### src/rtl/mem_stage_responder.sv
// Memory-stage responder: turns EXE-to-MEM load/store requests into SRAM req/ack transactions.
// Optional build macro MEM_TIMEOUT_EN adds an ack timeout with a sticky mem_error flag.
module mem_stage_responder #(
    parameter int unsigned DATA_W    = 32,
    parameter int unsigned ADDR_W    = 16,
    parameter int unsigned BASE_ADDR = 1024,
    parameter int unsigned TIMEOUT   = 255
) (
    input  logic              clk,
    input  logic              reset,
    input  logic              memory_read_enabled,
    input  logic              memory_write_enabled,
    input  logic [DATA_W-1:0] alu_unit_result,
    input  logic [DATA_W-1:0] STVal,
    output logic              freeze,
    output logic [DATA_W-1:0] memReadVal,
    output logic              mem_req,
    output logic              mem_we,
    output logic [ADDR_W-1:0] mem_addr,
    output logic [DATA_W-1:0] mem_wdata,
    input  logic [DATA_W-1:0] mem_rdata,
    input  logic              mem_ack,
    output logic              mem_error
);

    typedef enum logic [1:0] {StIdle, StReq, StDone} state_e;

    state_e            state_q;
    logic              req_v;
    logic [DATA_W-1:0] offset;
    logic [ADDR_W-1:0] word_addr;
    logic              unused_addr_bits;

    assign req_v  = memory_read_enabled | memory_write_enabled;
    assign freeze = req_v & (state_q != StDone);

    // Below-base addresses wrap naturally through the subtraction.
    assign offset           = alu_unit_result - DATA_W'(BASE_ADDR);
    assign word_addr        = offset[ADDR_W+1:2];
    assign unused_addr_bits = ^{offset[1:0], offset[DATA_W-1:ADDR_W+2]};

`ifdef MEM_TIMEOUT_EN
    localparam int unsigned CNT_W = ($clog2(TIMEOUT + 1) > 8) ? $clog2(TIMEOUT + 1) : 8;

    logic [CNT_W-1:0] count_q;
    logic             error_q;

    assign mem_error = error_q;
`else
    assign mem_error = 1'b0;
`endif

    always_ff @(posedge clk) begin
        if (reset) begin
            state_q    <= StIdle;
            mem_req    <= 1'b0;
            mem_we     <= 1'b0;
            mem_addr   <= '0;
            mem_wdata  <= '0;
            memReadVal <= '0;
`ifdef MEM_TIMEOUT_EN
            count_q    <= '0;
            error_q    <= 1'b0;
`endif
        end else begin
            case (state_q)
                StIdle: begin
                    if (req_v) begin
                        mem_req   <= 1'b1;
                        mem_we    <= memory_write_enabled;
                        mem_addr  <= word_addr;
                        mem_wdata <= STVal;
                        state_q   <= StReq;
`ifdef MEM_TIMEOUT_EN
                        count_q   <= '0;
`endif
                    end
                end
                StReq: begin
                    if (mem_ack) begin
                        mem_req <= 1'b0;
                        if (!mem_we) begin
                            memReadVal <= mem_rdata;
                        end
                        state_q <= StDone;
                    end
`ifdef MEM_TIMEOUT_EN
                    // Last permitted REQ cycle without ack: give up and poison the load.
                    else if (count_q == CNT_W'(TIMEOUT - 1)) begin
                        mem_req <= 1'b0;
                        if (!mem_we) begin
                            memReadVal <= '1;
                        end
                        error_q <= 1'b1;
                        state_q <= StDone;
                    end else begin
                        count_q <= count_q + 1'b1;
                    end
`endif
                end
                StDone: begin
                    state_q <= StIdle;
                end
                default: begin
                    state_q <= StIdle;
                end
            endcase
        end
    end

endmodule

### config.mk
export PLATFORM = sky130hd
export DESIGN_NAME = mem_stage_responder
export DESIGN_NICKNAME = d
export VERILOG_FILES = /design/src/rtl/mem_stage_responder.sv
export SDC_FILE = /design/constraint.sdc
export NUM_CORES = 1
export LEC_CHECK = 0
export CAP_MARGIN = 20
export CELL_PAD_IN_SITES_DETAIL_PLACEMENT = 1
export CELL_PAD_IN_SITES_GLOBAL_PLACEMENT = 1
export CORE_UTILIZATION = 23
export DETAILED_ROUTE_END_ITERATION = 12
export GPL_TIMING_DRIVEN = 0
export PLACE_DENSITY = 0.81
export SYNTH_ARGS = -nofsm -noshare
export SYNTH_HDL_FRONTEND = slang
export SYNTH_SLANG_ARGS = --single-unit
### constraint.sdc
create_clock -name clk -period 1.4 [get_ports clk]
set_input_delay 0.21 -clock clk [delete_from_list [all_inputs] [get_ports clk]]
set_output_delay 0.21 -clock clk [all_outputs]
set_load 0.1 [all_outputs]
# Yosys cells after proc, flatten, opt, wreduce, memory -nomap -nowiden
# Index checks and enable logic that the tools add are counted.
# classes
add_sub_neg,1
eq_ne,4
muxes,6
bitwise_logic,3
n_reduce_logical,6
# op_table
operator,count
18-bit by 11-bit subtractor with 18-bit output (second input constant),1
2-bit != test (second input constant),3
3-bit AND reduction,2
2-bit 2-to-1 mux,2
2-bit one-hot mux with 2 select lines,1
2-bit AND reduction,2
2-bit by 1-bit == test with 1-bit output (second input constant),1
2-bit zero test,1
1-bit 2-to-1 mux,2
1-bit one-hot mux with 2 select lines,1
2-bit nonzero test,1
1-bit bitwise AND,1
1-bit inverter,1
1-bit OR,1
# word_totals
ff_bits,84
in_bits,101
output_inout_bits,84
word_cells,26

# Depth between registers and ports, before layout
# Gate-level depths: netlist (run 1).
# logic_depth
depth_word,3
depth_mapped,6
ltp_nobuf,5

# Worst setup path after synthesis (run 1)
# OpenSTA, ideal clock, no wires.
# synth_timing
kind,input -> output
startpoint,input memory_write_enabled
endpoint,output freeze
arrival_ns,1.931
required_ns,1.190
setup_slack_ns,-0.741
cell_stages,3
n_path_buf,1
path_cell_list,nor2_1 -> clkbuf_1 -> a21oi_1
# synth_between
elab_chain_cells,2
# synth_rtl
element,line_no,source
start: declaration,12,"input logic memory_write_enabled,"
1-bit OR,34,assign req_v = memory_read_enabled | memory_write_enabled;
1-bit bitwise AND,35,assign freeze = req_v & (state_q != StDone);
end: declaration,15,"output logic freeze,"
# Every way passes these cells.

# Worst setup path in the final report (run 1)
# layout_timing
startpoint,register mem_we
endpoint,output mem_we
# layout_rtl
element,line_no,source
start: declaration,18,"output logic mem_we,"
start signal: assignment,70,mem_we <= memory_write_enabled;
# No word-level cell between the ends.

==> summary.md, run 1 <==
| Metric | Value |
|---|---|
| Outcome | finished, final reports clean |
| Worst Path Max Fanout | 4 |
| Worst-margin pin slew | 0.5986 ns |
| Num Clock Sinks | 84 |
| Total grt overflow | 0 |
| Chip Height | 119.2 microns |
| Most frequent cells in the layout | buf_2, a21oi_1, dfxtp_1 |
| Commonest non-fill, non-tap cell in the layout | buf_2 |
| Starting DRT DRC Count | approximately 120 |
| Vias per cell | 4.661 |
| Post-synth cell types | 28 |
| Gr usage total | 16.78% |
| Max-Cap Viols | 0 |
| First-pass GRT wire length | 18530 microns |
| Core area | 13350 sq um |
| Post-route ant nets | 0 |
| Crit path launch type | flip-flop |
| Sequence of cells on the critical path | buf_2 |
| Mean post-synth cell area | around 8 sq um |
| CP required | 1.19 ns |
| Synth Instances | 391 |
| Post-layout util | 37.83% |
| Post-CTS Hold Fix Bufs | 0 |
| DP Worst Slack | -1.392 ns |
| CP Data Arrival Time | 1.14 ns |
| Dpl cell area | 5095 sq um |
| Flop2flop setup slack | about 0.080 ns |
| CP delay by family, top | buffers and inverters |
| Buf+Inv Stages, Crit Path | 1 |
| Slowest stage delay, CP | 0.43 ns |
| Post-synthesis sequential area ratio | between 50% and 60% |
| Port Buffers | roughly 170 |
| Slowest-stage cell, CP | buf_2 |
| Yosys reg bits | 84 |
| Total chip power | 6.996 mW |
| Fin Clk Skew | 0.006901 ns |
| Achievable frequency | approximately 740 MHz |
| Initial Util | 23.68% |
| Post-route clock period utilization | a little over nine tenths |
| Syn. warnings | 0 |
| Clock-pin slew on the worst setup and hold paths | 0.06 ns |
| DRC | 0 |
| Die X | 119.2 microns |
| Synth Cell Area | about 3200 sq um |
| First-pass iteration count of the detailed router | 4 |
| Cell Rows | 42 |
| Root Buffer | clkbuf_16 |
| Final max-slew violation count | 0 |
| RSZ-0062 raised after global routing | true |
| Worst Setup Slack, final | 0.04771 ns |
| Design Area, Final | 5050 sq um |
| Num CTS Buffers | 9 |
| Diodes inserted | 0 |
| Wire per inst | 15.80 microns |
| GP Congestion | 0.7002 |
| Syn_nets | 493 |
| Critical path class | flip-flop to output pin |
| Die Area | 14210 sq um |
| H-tree depth | 3 |
| CTS max path bufs | 2 |
| Period minus WS final | about 1.4 ns |
| Final setup fails | 0 |
| Rel. slew slack | ~60% |
| Worst min path class | primary input to flip-flop |
| VDD IR max | 0.4680 mV |
| Worst skew pair latency | 0.34 ns |
| Dpl hpwl | 8911 microns |
| Cell Pwr Density | 1385 nW/um^2 |
| Synth-to-Final Area Change | 59.78% |
| Final hold violations | 0 |
| Final nets | 672 |
| Layout cells sized above 1 | 24.43% |
| Vias in the first global route | roughly 3700 |
| CP Capture Type | output pin |
| # IOs | 185 |
| CTS tree | yes |
| Total Routed Length | approximately 12000 microns |
| LEAKAGE | 2.069 nW |
| Vias | around 3500 |
| Largest net degree at the start of global routing | 13 |
| Antenna violations before repair | 0 |
-- what timing repair did --
action                     4_1_cts  5_1_grt
setup buffers                    2        2
pin swaps                        4        4
setup endpoints to repair      164       64
resized for setup              463       18
-- cell usage after synthesis, drive strengths merged --
cell type,count,share of area (%)
a211oi,3,0.71
a21oi,84,13
a311oi,5,1.4
buf,6,0.99
clkbuf,32,3.8
conb,1,0.12
dfxtp,84,53
ha,1,0.40
inv,3,0.36
nand2,67,8.0
nand2b,1,0.20
nand3,40,6.3
nand3b,1,0.24
nand4bb,1,0.36
nor2,4,0.47
nor4bb,1,0.32
o21ai,44,7.0
o31ai,1,0.24
or2,3,0.59
or2b,1,0.24
or3,5,0.99
or4,1,0.24
or4b,1,0.32
xor2,1,0.28
-- metrics by stage --
stage / hold WS, ns / setup TNS [ns] / instances
after detailed placement: 0.4504 / -60.29 / 733
final: 0.1470 / 0 / 749
after global placement: 0.4423 / -55.79 / 733
after global routing: 0.1496 / -0.07574 / 749
after CTS: 0.1315 / 0 / 747
after floorplan: 0.3066 / -0.07332 / 391
-- cells by family after synthesis --
group                      Yosys count  synth area share, %
DFF                                 84                53.21
buffers and inverters               41                5.147
other                                1               0.1187
adders and majority gates            1               0.3958
AOI/OAI and AO/OA                  137                22.60
and+or+nand+nor                    126                18.25
xor gates and xnor gates             1               0.2772
-- sequential cells by signal, summed over array words and instances, names as in the netlist --
register / flops
mem_wdata: 32
mem_we: 1
state_q: 2
memReadVal: 32
mem_req: 1
mem_addr: 16
-- per-layer routing --
| layer | global-route usage, % | routed length, microns | share of wire (%) |
|---|---|---|---|
| met4 | 6.566 | 215 | 1.8 |
| met2 | 30.05 | 5860 | 50 |
| met1 | 18.62 | 5031 | 43 |
| met3 | 4.693 | 728 | 6.2 |
| met5 | 0 | 0 | 0 |
-- worst paths after layout --
check / startpoint / to / cells after the start
setup / recovery: mem_we / mem_we / 1
hold / removal: alu_unit_result[10] / mem_addr[8] / 2
setup reg to reg: state_q[1] / mem_wdata[4] / 4
hold reg to reg: memReadVal[31] / memReadVal[31] / 2
-- power by group --
| group | switching, mW | internal [mW] |
|---|---|---|
| clock network | 0.897 | 1.19 |
| logic | 1.73 | 0.533 |
| registers | 0.0920 | 2.56 |
| total | 2.71 | 4.28 |
-- cell type report --
cell class | count | area (sq um)
Buffer | 36 | 188.9
Clock buffer | 14 | 244.0
Fill cell | 1644 | 8298
Inverter | 3 | 28.78
Multi-Input combinational cell | 266 | 1403
Sequential cell | 84 | 1690
Tap cell | 176 | 220.2
Timing Repair Buffer | 170 | 1275
No activity file was read; power rests on OpenSTA's default activity.
==> run 2, diff against run 1 <==
ABC_CLOCK_PERIOD_IN_PS = 1400   (was unset)
SKIP_CTS_REPAIR_TIMING = 1   (was unset)
==> summary.md, run 2 (same netlist as run 1, synthesis figures left out) <==
| Metric | Value |
|---|---|
| Rel. slew slack | 60.60% (+0.51 points) |
| Filler cells | 1642 (-0.12%) |
| DRC | 0 (unchanged) |
| Sequence of cells on the critical path | inv_1 > a21oi_4 > buf_12 |
| Post-layout util | 37.88% (+0.047 points) |
| Die X | 119.2 microns (unchanged) |
| Achievable frequency | 725.6 MHz (-1.9%) |
| Diodes inserted | 0 (unchanged) |
| Total Routed Length | 11790 microns (-0.40%) |
| Final max-slew violation count | 0 (unchanged) |
| GP Congestion | 0.7002 (unchanged) |
| Chip Height | 119.2 microns (unchanged) |
| Largest net degree at the start of global routing | 13 (unchanged) |
| Gr usage total | 16.65% (-0.13 points) |
| Cell Pwr Density | 1383 nW/um^2 (-0.19%) |
| Port Buffers | 166 (unchanged) |
| Final setup fails | 0 (unchanged) |
| First-pass iteration count of the detailed router | 4 (unchanged) |
| Die Area | 14210 sq um (unchanged) |
| Commonest non-fill, non-tap cell in the layout | clkbuf_2 |
| Synth-to-Final Area Change | 59.98% |
| RSZ-0062 raised after global routing | true |
| Worst-margin pin slew | 0.5910 ns (-0.007613 ns) |
| CTS max path bufs | 2 (unchanged) |
| Final hold slack | 0.1513 ns (+0.004376 ns) |
| Slowest stage delay, CP | 0.38 ns (-0.05 ns) |
| Layout cells sized above 1 | 24.48% (+0.043 points) |
| Wire per inst | 15.76 microns (-0.26%) |
| Final cell count without fillers | 748 (-0.13%) |
| CP Capture Type | output pin |
| First-pass GRT wire length | 18410 microns (-0.67%) |
| CP required | 1.19 ns (about the same) |
| Initial Util | 23.68% (unchanged) |
| Most frequent cells in the layout | clkbuf_2, a21oi_1, dfxtp_1 |
| Vias in the first global route | 3713 (+0.19%) |
| H-tree depth | 3 (unchanged) |
| Antenna violations before repair | 0 (unchanged) |
| Largest regs | memReadVal: 32 flops, mem_wdata: 32 flops, mem_addr: 16 flops |
| Crit path launch type | flip-flop |
| Flop2flop setup slack | 0.07 ns (about the same) |
| Worst Path Max Fanout | 6 (+2) |
| Num Clock Sinks | 84 (unchanged) |
| Vias | 3478 (-0.37%) |
| Worst min path class | primary input to flip-flop |
| CP Data Arrival Time | 1.17 ns (+0.03 ns) |
| Period minus WS final | 1.378 ns (+0.02579 ns) |
| Clock-pin slew on the worst setup and hold paths | 0.06 ns (about the same) |
| VDD IR max | 0.4651 mV (-0.62%) |
| Slowest-stage cell, CP | dfxtp_4 |
| Core area | 13350 sq um (unchanged) |
| Final nets | 671 (-0.15%) |
| Max-Cap Viols | 0 (unchanged) |
| Starting DRT DRC Count | 100 (-18%) |
| Root Buffer | clkbuf_16 |
| Final hold violations | 0 (unchanged) |
| Post-route clock period utilization | 98.43% (+1.8 points) |
| Vias per cell | 4.650 (-0.24%) |
| Dpl cell area | 5095 sq um (unchanged) |
| Outcome | finished, final reports clean |
| Critical path class | flip-flop to output pin |
| LEAKAGE | 2.074 nW (+0.26%) |
| Total chip power | 6.991 mW (about the same) |
| Design Area, Final | 5056 sq um (+0.12%) |
| # IOs | 185 (unchanged) |
| Worst skew pair latency | 0.34 ns (about the same) |
| Post-route ant nets | 0 (unchanged) |
| Inst Count DP | 733 (unchanged) |
| CTS tree | yes |
| Cell Rows | 42 (unchanged) |
| Fin Clk Skew | 0.005348 ns (-0.001553 ns) |
| Num CTS Buffers | 9 (unchanged) |
| Total grt overflow | 0 (unchanged) |
| Dpl hpwl | 8911 microns (unchanged) |
## run 2: worst max-delay path, delay by kind of cell (launching register included)
kind | cells | cell delay, ns
flip-flops | 1 | 0.38
buffers and inverters | 2 | 0.27
AO/OA/AOI/OAI | 1 | 0.17
## run 2: path summary, 6_finish.rpt
path                        from              to  cells after the start
max reg2reg           state_q[0]  memReadVal[27]                      5
min reg2reg       memReadVal[31]  memReadVal[31]                      2
min          alu_unit_result[10]     mem_addr[8]                      2
max                   state_q[0]          freeze                      3
## run 2: power breakdown
| group | internal [mW] | leakage, nW | switching (mW) |
|---|---|---|---|
| combinational | 0.528 | 1.27 | 1.72 |
| clock | 1.19 | 0.117 | 0.900 |
| sequential | 2.56 | 0.691 | 0.0970 |
## run 2: through the flow
stage	setup WS, ns	setup TNS [ns]
global placement	-1.366	-55.79
global route	-0.03250	-0.3357
floorplan	-0.07332	-0.07332
finish	0.02192	0
CTS	-1.397	-69.82
detailed placement	-1.392	-60.29
## run 2: final cells by class
| class | count | area [sq um] | share of cell area [%] |
|---|---|---|---|
| Timing Repair Buffer | 169 | 1291 | 25.54 |
| Clock buffer | 14 | 244.0 | 4.826 |
| Sequential cell | 84 | 1690 | 33.43 |
| Multi-Input combinational cell | 266 | 1386 | 27.42 |
| Tap cell | 176 | 220.2 | 4.355 |
| Buffer | 36 | 195.2 | 3.860 |
| Inverter | 3 | 28.78 | 0.5692 |
## run 2: routing by layer
metal  share of wire (%)  vias to the layer above  GRT usage (%)  wire, microns
met5                   0                        -              0              0
met4                 1.5                        0          6.171            175
met3                 6.6                       12          5.029            783
met2                  50                      108          29.47           5872
met1                  42                     1651          18.64           4958
li1                    -                     1707              -              -
==> run 3, diff against run 2 <==
ABC_CLOCK_PERIOD_IN_PS = 1600   (was 1400)
CORE_UTILIZATION = 28   (was 23)
PLACE_DENSITY = 0.92   (was 0.81)
clock period = 1.6 ns   (was 1.4 ns; I/O delays follow)
==> summary.md, run 3 (same netlist as run 1, synthesis figures left out) <==
| Metric | Value |
|---|---|
| Worst Path Max Fanout | 10 (+4) |
| Core area | 10940 sq um (-18%) |
| Most frequent cells in the layout | clkbuf_2, a21oi_1, dfxtp_1 |
| CTS tree | yes |
| H-tree depth | 3 (unchanged) |
| Chip Height | 108.2 microns (-9.2%) |
| Vias in the first global route | 3673 (-1.1%) |
| Cell Rows | 38 (-9.5%) |
| GP Congestion | 0.8214 (+17%) |
| Gr usage total | 19.28% (+2.6 points) |
| Slowest stage delay, CP | 0.51 ns (+0.13 ns) |
| Register area | 1683 sq um (-0.44%) |
| Initial Util | 28.90% (+5.2 points) |
| Post-route clock period utilization | between 90% and 100% |
| Combinational Power Share | 30.1% (-2.0 points) |
| Commonest non-fill, non-tap cell in the layout | clkbuf_2 |
| Starting DRT DRC Count | 116 (+16%) |
| Die X | 108.2 microns (-9.2%) |
| Num CTS Buffers | 9 (unchanged) |
| Vias per cell | 4.927 (+6.0%) |
| CTS max path bufs | 2 (unchanged) |
| Post-layout util | 45.48% (+7.6 points) |
| Period minus WS final | 1.576 ns |
| LEAKAGE | 2.064 nW (-0.51%) |
| Filler cells | 1325 (-19%) |
| First-pass GRT wire length | 17500 microns (-4.9%) |
| Die Area | 11720 sq um (-18%) |
| # IOs | 185 (unchanged) |
| Critical path class | primary input to output pin |
| First-pass iteration count of the detailed router | 4 (unchanged) |
| Port Buffers | 166 (unchanged) |
| Rel. slew slack | 59.64% (-0.95 points) |
| Max-Cap Viols | 0 (unchanged) |
| Total grt overflow | 0 (unchanged) |
| CP Data Arrival Time | 1.34 ns (+0.17 ns) |
| RSZ-0062 raised after global routing | true |
| Dpl hpwl | 8729 microns (-2.1%) |
| Layout cells sized above 1 | 22.24% (-2.2 points) |
| Switching part of the total | 37.14% (-1.7 points) |
| Final nets | 669 (-0.30%) |
| Num Clock Sinks | 84 (unchanged) |
| Total chip power | 6.425 mW (-8.1%) |
| Final TNS setup | 0 ns (unchanged) |
| Slowest-stage cell, CP | clkdlybuf4s50_1 |
| Total Routed Length | 11500 microns (-2.4%) |
| Root Buffer | clkbuf_16 |
| P_sw | 2.386 mW (-12%) |
| Achievable frequency | roughly 630 MHz |
| Worst skew pair latency | 0.33 ns (about the same) |
| CP required | 1.36 ns (+0.17 ns) |
| Multi-input logic area | 1343 sq um (-3.2%) |
| VDD IR max | 0.6045 mV (+30%) |
| Cell Pwr Density | 1292 nW/um^2 (-6.6%) |
| Vias | 3503 (+0.72%) |
| Diodes inserted | 0 (unchanged) |
| Final setup fails | 0 (unchanged) |
| Post-route ant nets | 0 (unchanged) |
| Final hold violations | 0 (unchanged) |
| Largest net degree at the start of global routing | 14 (+1) |
| Worst min path class | primary input to flip-flop |
| Worst-margin pin slew | 0.6053 ns (+0.01429 ns) |
| Synth-to-Final Area Change | 57.36% |
| Clock-pin slew on the worst setup and hold paths | 0.06 ns (about the same) |
| DRC | 0 (unchanged) |
| Largest regs | memReadVal: 32 flops, mem_wdata: 32 flops, mem_addr: 16 flops |
| Antenna violations before repair | 0 (unchanged) |
| Final max-slew violation count | 0 (unchanged) |
| Reg power frac | 36.2% (-1.8 points) |
| Cell Int Power | 4.038 mW (-5.6%) |
| CP Capture Type | output pin |
| Sequence of cells on the critical path | clkdlybuf4s50_1 > nor2_4 > buf_6 > a21oi_2 > buf_8 |
| Outcome | finished, final reports clean |
| Final hold slack | 0.2283 ns (+0.07694 ns) |
| Wire per inst | 16.18 microns (+2.7%) |
| Clk pwr share | 33.7% (+3.9 points) |
| Fin Clk Skew | 0.007295 ns (+0.001947 ns) |
| Crit path launch type | primary input |
[run 3: stage by stage]
step | cells | setup WS, ns | area [sq um]
floorplan | 391 | 0.01726 | 3166
global placement | 697 | -1.162 | 5002
detailed placement | 697 | -1.195 | 5002
CTS | 712 | -1.200 | 5310
global route | 711 | -0.02762 | 4974
finish | 711 | 0.02438 | 4974
[run 3: power by group through the flow]
stage	clock network (mW)	registers [mW]	logic (mW)
after floorplan	0	3.39	0.383
after CTS	2.21	2.33	2.06
final	2.16	2.33	1.94
after detailed placement	0	2.37	2.06
after global placement	0	2.36	2.02
after global routing	2.30	2.34	2.03
[run 3: routing by layer]
metal	vias up	wire length [microns]	part of all wire [%]	track usage, %
met2	113	5944	52	35.76
met4	0	223	1.9	7.241
li1	1703	-	-	-
met1	1669	4739	41	21.14
met3	18	596	5.2	4.461
met5	-	0	0	0
[run 3: area by class of cell]
cell class,count,area share [%]
Clock buffer,11,4.679
Buffer,37,3.623
Inverter,3,0.2264
Timing Repair Buffer,166,25.61
Multi-Input combinational cell,266,26.99
Clock inverter,4,1.509
Tap cell,140,3.522
Sequential cell,84,33.84
[run 3: final timing paths]
check	cells after the start	slack, ns	end	start
setup reg to reg	4	0.09	mem_addr[8]	state_q[1]
hold reg to reg	2	0.46	memReadVal[26]	memReadVal[26]
setup / recovery	5	0.02	freeze	memory_read_enabled
hold / removal	2	0.23	mem_addr[8]	alu_unit_result[10]
[run 3: worst max-delay path: cells and delay by family]
| kind | cells | cell delay (ns) |
|---|---|---|
| simple gates | 1 | 0.08 |
| buf+inv | 3 | 0.87 |
| compound gates | 1 | 0.13 |
